<file path="src/rtl/imm_encoder.sv">
// rtl/imm_encoder.sv - two-stage RISC-V immediate encoder with range/alignment error flag
//
// Ports:
//   clk         single clock, all state on rising edge
//   rst_n       asynchronous active-low reset
//   in_valid    request valid
//   in_ready    request accepted when in_valid && in_ready
//   immsrc      format select: 00 I, 01 S, 10 B, 11 J
//   imm         signed immediate (byte offset for B/J)
//   base_instr  opcode/register/funct bits; immediate field bits are overwritten
//   out_valid   encoded instruction valid
//   out_ready   consumer accepts when out_valid && out_ready
//   instr       encoded instruction
//   err         immediate out of range or misaligned (encoding still emitted)
//   err_count   saturating count of delivered err=1 results
module imm_encoder #(
  parameter int CNT_WIDTH = 8
) (
  input  logic                 clk,
  input  logic                 rst_n,
  input  logic                 in_valid,
  output logic                 in_ready,
  input  logic [1:0]           immsrc,
  input  logic [31:0]          imm,
  input  logic [31:0]          base_instr,
  output logic                 out_valid,
  input  logic                 out_ready,
  output logic [31:0]          instr,
  output logic                 err,
  output logic [CNT_WIDTH-1:0] err_count
);

  localparam logic [CNT_WIDTH-1:0] CNT_MAX = '1;

  logic        s1_valid;
  logic [1:0]  s1_immsrc;
  logic [31:0] s1_imm;
  logic [31:0] s1_base;

  logic        s2_ready;
  logic        s1_advance;
  logic        accept;
  logic [31:0] enc;
  logic        enc_err;

  // Stage 2 can take a new result when empty or when its current one leaves.
  assign s2_ready   = !out_valid || out_ready;
  assign s1_advance = s1_valid && s2_ready;
  assign in_ready   = !s1_valid || s1_advance;
  assign accept     = in_valid && in_ready;

  // Range check: the bits above the encodable sign bit must all be copies of it.
  always_comb begin
    enc     = s1_base;
    enc_err = 1'b0;
    case (s1_immsrc)
      2'b00: begin
        enc[31:20] = s1_imm[11:0];
        enc_err    = !((&s1_imm[31:11]) || !(|s1_imm[31:11]));
      end
      2'b01: begin
        enc[31:25] = s1_imm[11:5];
        enc[11:7]  = s1_imm[4:0];
        enc_err    = !((&s1_imm[31:11]) || !(|s1_imm[31:11]));
      end
      2'b10: begin
        enc[31]    = s1_imm[12];
        enc[30:25] = s1_imm[10:5];
        enc[11:8]  = s1_imm[4:1];
        enc[7]     = s1_imm[11];
        enc_err    = !((&s1_imm[31:12]) || !(|s1_imm[31:12])) || s1_imm[0];
      end
      default: begin
        enc[31]    = s1_imm[20];
        enc[30:21] = s1_imm[10:1];
        enc[20]    = s1_imm[11];
        enc[19:12] = s1_imm[19:12];
        enc_err    = !((&s1_imm[31:20]) || !(|s1_imm[31:20])) || s1_imm[0];
      end
    endcase
  end

  // Stage 1: request register.
  always_ff @(posedge clk or negedge rst_n) begin
    if (!rst_n) begin
      s1_valid  <= 1'b0;
      s1_immsrc <= 2'b00;
      s1_imm    <= 32'h0;
      s1_base   <= 32'h0;
    end else begin
      if (accept) begin
        s1_valid  <= 1'b1;
        s1_immsrc <= immsrc;
        s1_imm    <= imm;
        s1_base   <= base_instr;
      end else if (s1_advance) begin
        s1_valid  <= 1'b0;
      end
    end
  end

  // Stage 2: result register, frozen while the consumer stalls.
  always_ff @(posedge clk or negedge rst_n) begin
    if (!rst_n) begin
      out_valid <= 1'b0;
      instr     <= 32'h0;
      err       <= 1'b0;
    end else if (s2_ready) begin
      out_valid <= s1_valid;
      if (s1_valid) begin
        instr <= enc;
        err   <= enc_err;
      end
    end
  end

  // Counted on the delivering handshake only, so stalls never double count.
  always_ff @(posedge clk or negedge rst_n) begin
    if (!rst_n) begin
      err_count <= '0;
    end else if (out_valid && out_ready && err && (err_count != CNT_MAX)) begin
      err_count <= err_count + 1'b1;
    end
  end

endmodule

</file>
<file path="config.mk">
export PLATFORM = sky130hd
export DESIGN_NAME = imm_encoder
export DESIGN_NICKNAME = d
export VERILOG_FILES = /design/src/rtl/imm_encoder.sv
export SDC_FILE = /design/constraint.sdc
export NUM_CORES = 1
export LEC_CHECK = 0
export BUFFER_PORTS_ARGS = -buffer_cell sky130_fd_sc_hd__buf_2
export CAP_MARGIN = 20
export CORE_MARGIN = 1
export CORE_UTILIZATION = 52
export DETAILED_ROUTE_END_ITERATION = 16
export HOLD_SLACK_MARGIN = 0.1
export PLACE_DENSITY = 0.79
export SLEW_MARGIN = 20
export SYNTH_ARGS = -nofsm -noshare
export SYNTH_HDL_FRONTEND = slang
export SYNTH_SLANG_ARGS = --single-unit
</file>
<file path="constraint.sdc">
create_clock -name clk -period 2.1 [get_ports clk]
set_input_delay 0.21 -clock clk [delete_from_list [all_inputs] [get_ports clk]]
set_output_delay 0.21 -clock clk [all_outputs]
set_load 0.005 [all_outputs]
</file>
==> metrics.txt <==
status=complete, no violations; TNS Setup=0 ns; Max-cap violations=0; top cell type's share of synthesized area=60.7%; Avg Inst Size Synth=13.5 um^2; Top Metal Used=met4; fin. max-slew vios=0; f_max=534 MHz; worst setup path category=flip-flop to flip-flop; Hold Crit Class=primary input to flip-flop; Antenna Cells=0; Synth cell types=31; CP max FO=4; layout cells sized above 1=42.4%; sequential area share after synthesis=60.7%; WL/cell=15.1 um; post-synthesis cell area=4210 um^2; crit path capture type=flip-flop; # Post-CTS Setup Buffers=0; first-pass iteration count of the detailed router=4; met2 routed WL=4.59 mm; YS warnings=0; drt drc=0; # IOs=113; worst vdd ir=0.523 mV; Synth area leader=dfrtp_1; IO Port Bufs=105; drt total wl=8.87 mm; worst-margin pin slew=0.447 ns; # clock sinks=102; met3 routed WL=240 um; endpoints failing hold=0; CP required=2.33 ns; pin count of the biggest net entering global routing=63; initial core utilization=54.2%; nets=557; Total Routing Usage GR=22.6%; post_cts resized=0; largest cells by area after synthesis=dfrtp_1 61%, mux2_2 20%, o21ai_0 2.5%; total die area=8460 um^2; Metal-1 WL=3.84 mm; RSZ-0062 raised after global routing=false; TritonCTS buffer count=9; syn_nets=387; total core area=7770 um^2; Clock H-tree levels=3; Critical Path Start Type=flip-flop; Post-DRT Antenna Nets=0; Main synth FF type=dfrtp_1; cell row count=32; DR iter-0 viols=129; EDFF count, synth=0; Vias/cell=5.22; CTS tree=done; post-place setup slack=0.270 ns; Worst-Skew Late Latency=0.35 ns; Worst-path clk slew=0.10 ns; register bit total from synthesis=102; final worst slack=0.228 ns; period utilisation layout=89.1%; first-pass GRT wire length=14.9 mm; Hold Buf Count CTS=59; GPL Wtd Cong=0.754; Area Overhead vs Synth=35.5%; overall power=5.13 mW; clk_skew=0.0109 ns; die width=92.0 um; grt total ovfl=0; cell count after synthesis=312; via count=3,067; CP arrival=2.10 ns; CTS Buffer Depth=2; die span in y=92.0 um; cell with the most instances after synthesis=dfrtp_1; async set-reset flop share out of synthesis=100%; Final min period=1.87 ns; Post-DP HPWL=5.85 mm; Pwr per Cell Area=900 nW/um^2; top post-synthesis cells by count=102 x dfrtp_1, 73 x mux2_2, 27 x nand2_1; CTS root buffer=clkbuf_8; normalized max-slew margin=70.2%; Leak=2.63 nW; initial antenna violation count=0; WHS=0.103 ns; Setup Viol. Count Final=0; vias in the first global route=3,158
-- worst paths after layout --
kind | from | end | slack, ns | cells after the start
worst max-delay path | s1_imm[17]$_DFFE_PN0P_ | err$_DFFE_PN0P_ | 0.23 | 5
worst min-delay path | imm[30] | s1_imm[30]$_DFFE_PN0P_ | 0.10 | 2
worst max register to register | s1_imm[17]$_DFFE_PN0P_ | err$_DFFE_PN0P_ | 0.23 | 5
worst min register to register | instr[21]$_DFFE_PN0P_ | instr[21]$_DFFE_PN0P_ | 0.49 | 2
max in group asynchronous | rst_n | s1_imm[4]$_DFFE_PN0P_ | 1.08 | 3
min in group asynchronous | rst_n | err_count[4]$_DFFE_PN0P_ | 0.33 | 2
-- cell families (layout without fill, tap and decap cells) --
logic type	Yosys count	in the layout	share of synthesized area, %
AOI/OAI and AO/OA	41	41	5.86
adders and majority gates	5	5	1.49
muxes	81	81	21.4
buffers and inverters	14	188	1.46
xor gates and xnor gates	7	7	1.46
and+or+nand+nor	62	62	7.64
DFF	102	102	60.7
-- metrics by stage --
stage / cells / utilization (%) / instance area, um^2
2_1_floorplan: 312 / - / 4210
3_3_place_gp: 514 / 63.0 / 4890
3_5_place_dp: 514 / 63.0 / 4890
4_1_cts: 588 / 73.4 / 5700
5_1_grt: 588 / 73.4 / 5700
6_report: 588 / 73.4 / 5700
-- power breakdown --
group	switching [mW]	internal, mW
combinational	0.500	0.655
sequential	0.279	2.36
clock	0.641	0.702
-- sequential cells by signal, summed over array words and instances, names as in the netlist --
register / cells
err: 1
s1_imm: 32
err_count: 8
out_valid: 1
s1_valid: 1
instr: 32
s1_immsrc: 2
s1_base: 25
-- routing by layer --
| layer | track usage [%] | vias to the layer above |
|---|---|---|
| li1 | - | 1455 |
| met1 | 28.6 | 1521 |
| met2 | 39.0 | 74 |
| met3 | 3.15 | 17 |
| met4 | 9.51 | 0 |
| met5 | 0 | - |
-- cells in the final DEF (no fill, tap or decap), types with 6 or more instances in the layout --
cell and count:
buf_4 6, nand4_1 8, buf_2 104, dfrtp_1 102, mux2i_1 8, nor2_1 6, nand2_1 25, a21oi_1 8
mux2_2 73, a22oi_1 7, dlygate4sd3_1 59, o21ai_0 21, clkbuf_8 10
-- worst max-delay path: stages, from the launching register on --
cell and delay, ns:
dfrtp_1 0.43, or4_4 0.56, nor2_1 0.18, a22oi_1 0.11, a2111oi_2 0.37, o31ai_1 0.11
-- final cells by class --
cell class	count	area [um^2]
Sequential cell	102	2550
Fill cell	517	2060
Multi-Input combinational cell	196	1600
Timing Repair Buffer	171	1200
Clock buffer	10	138
Tap cell	102	128
Clock inverter	5	82.6
Inverter	2	7.51
Power figures use the tool's default switching activity.
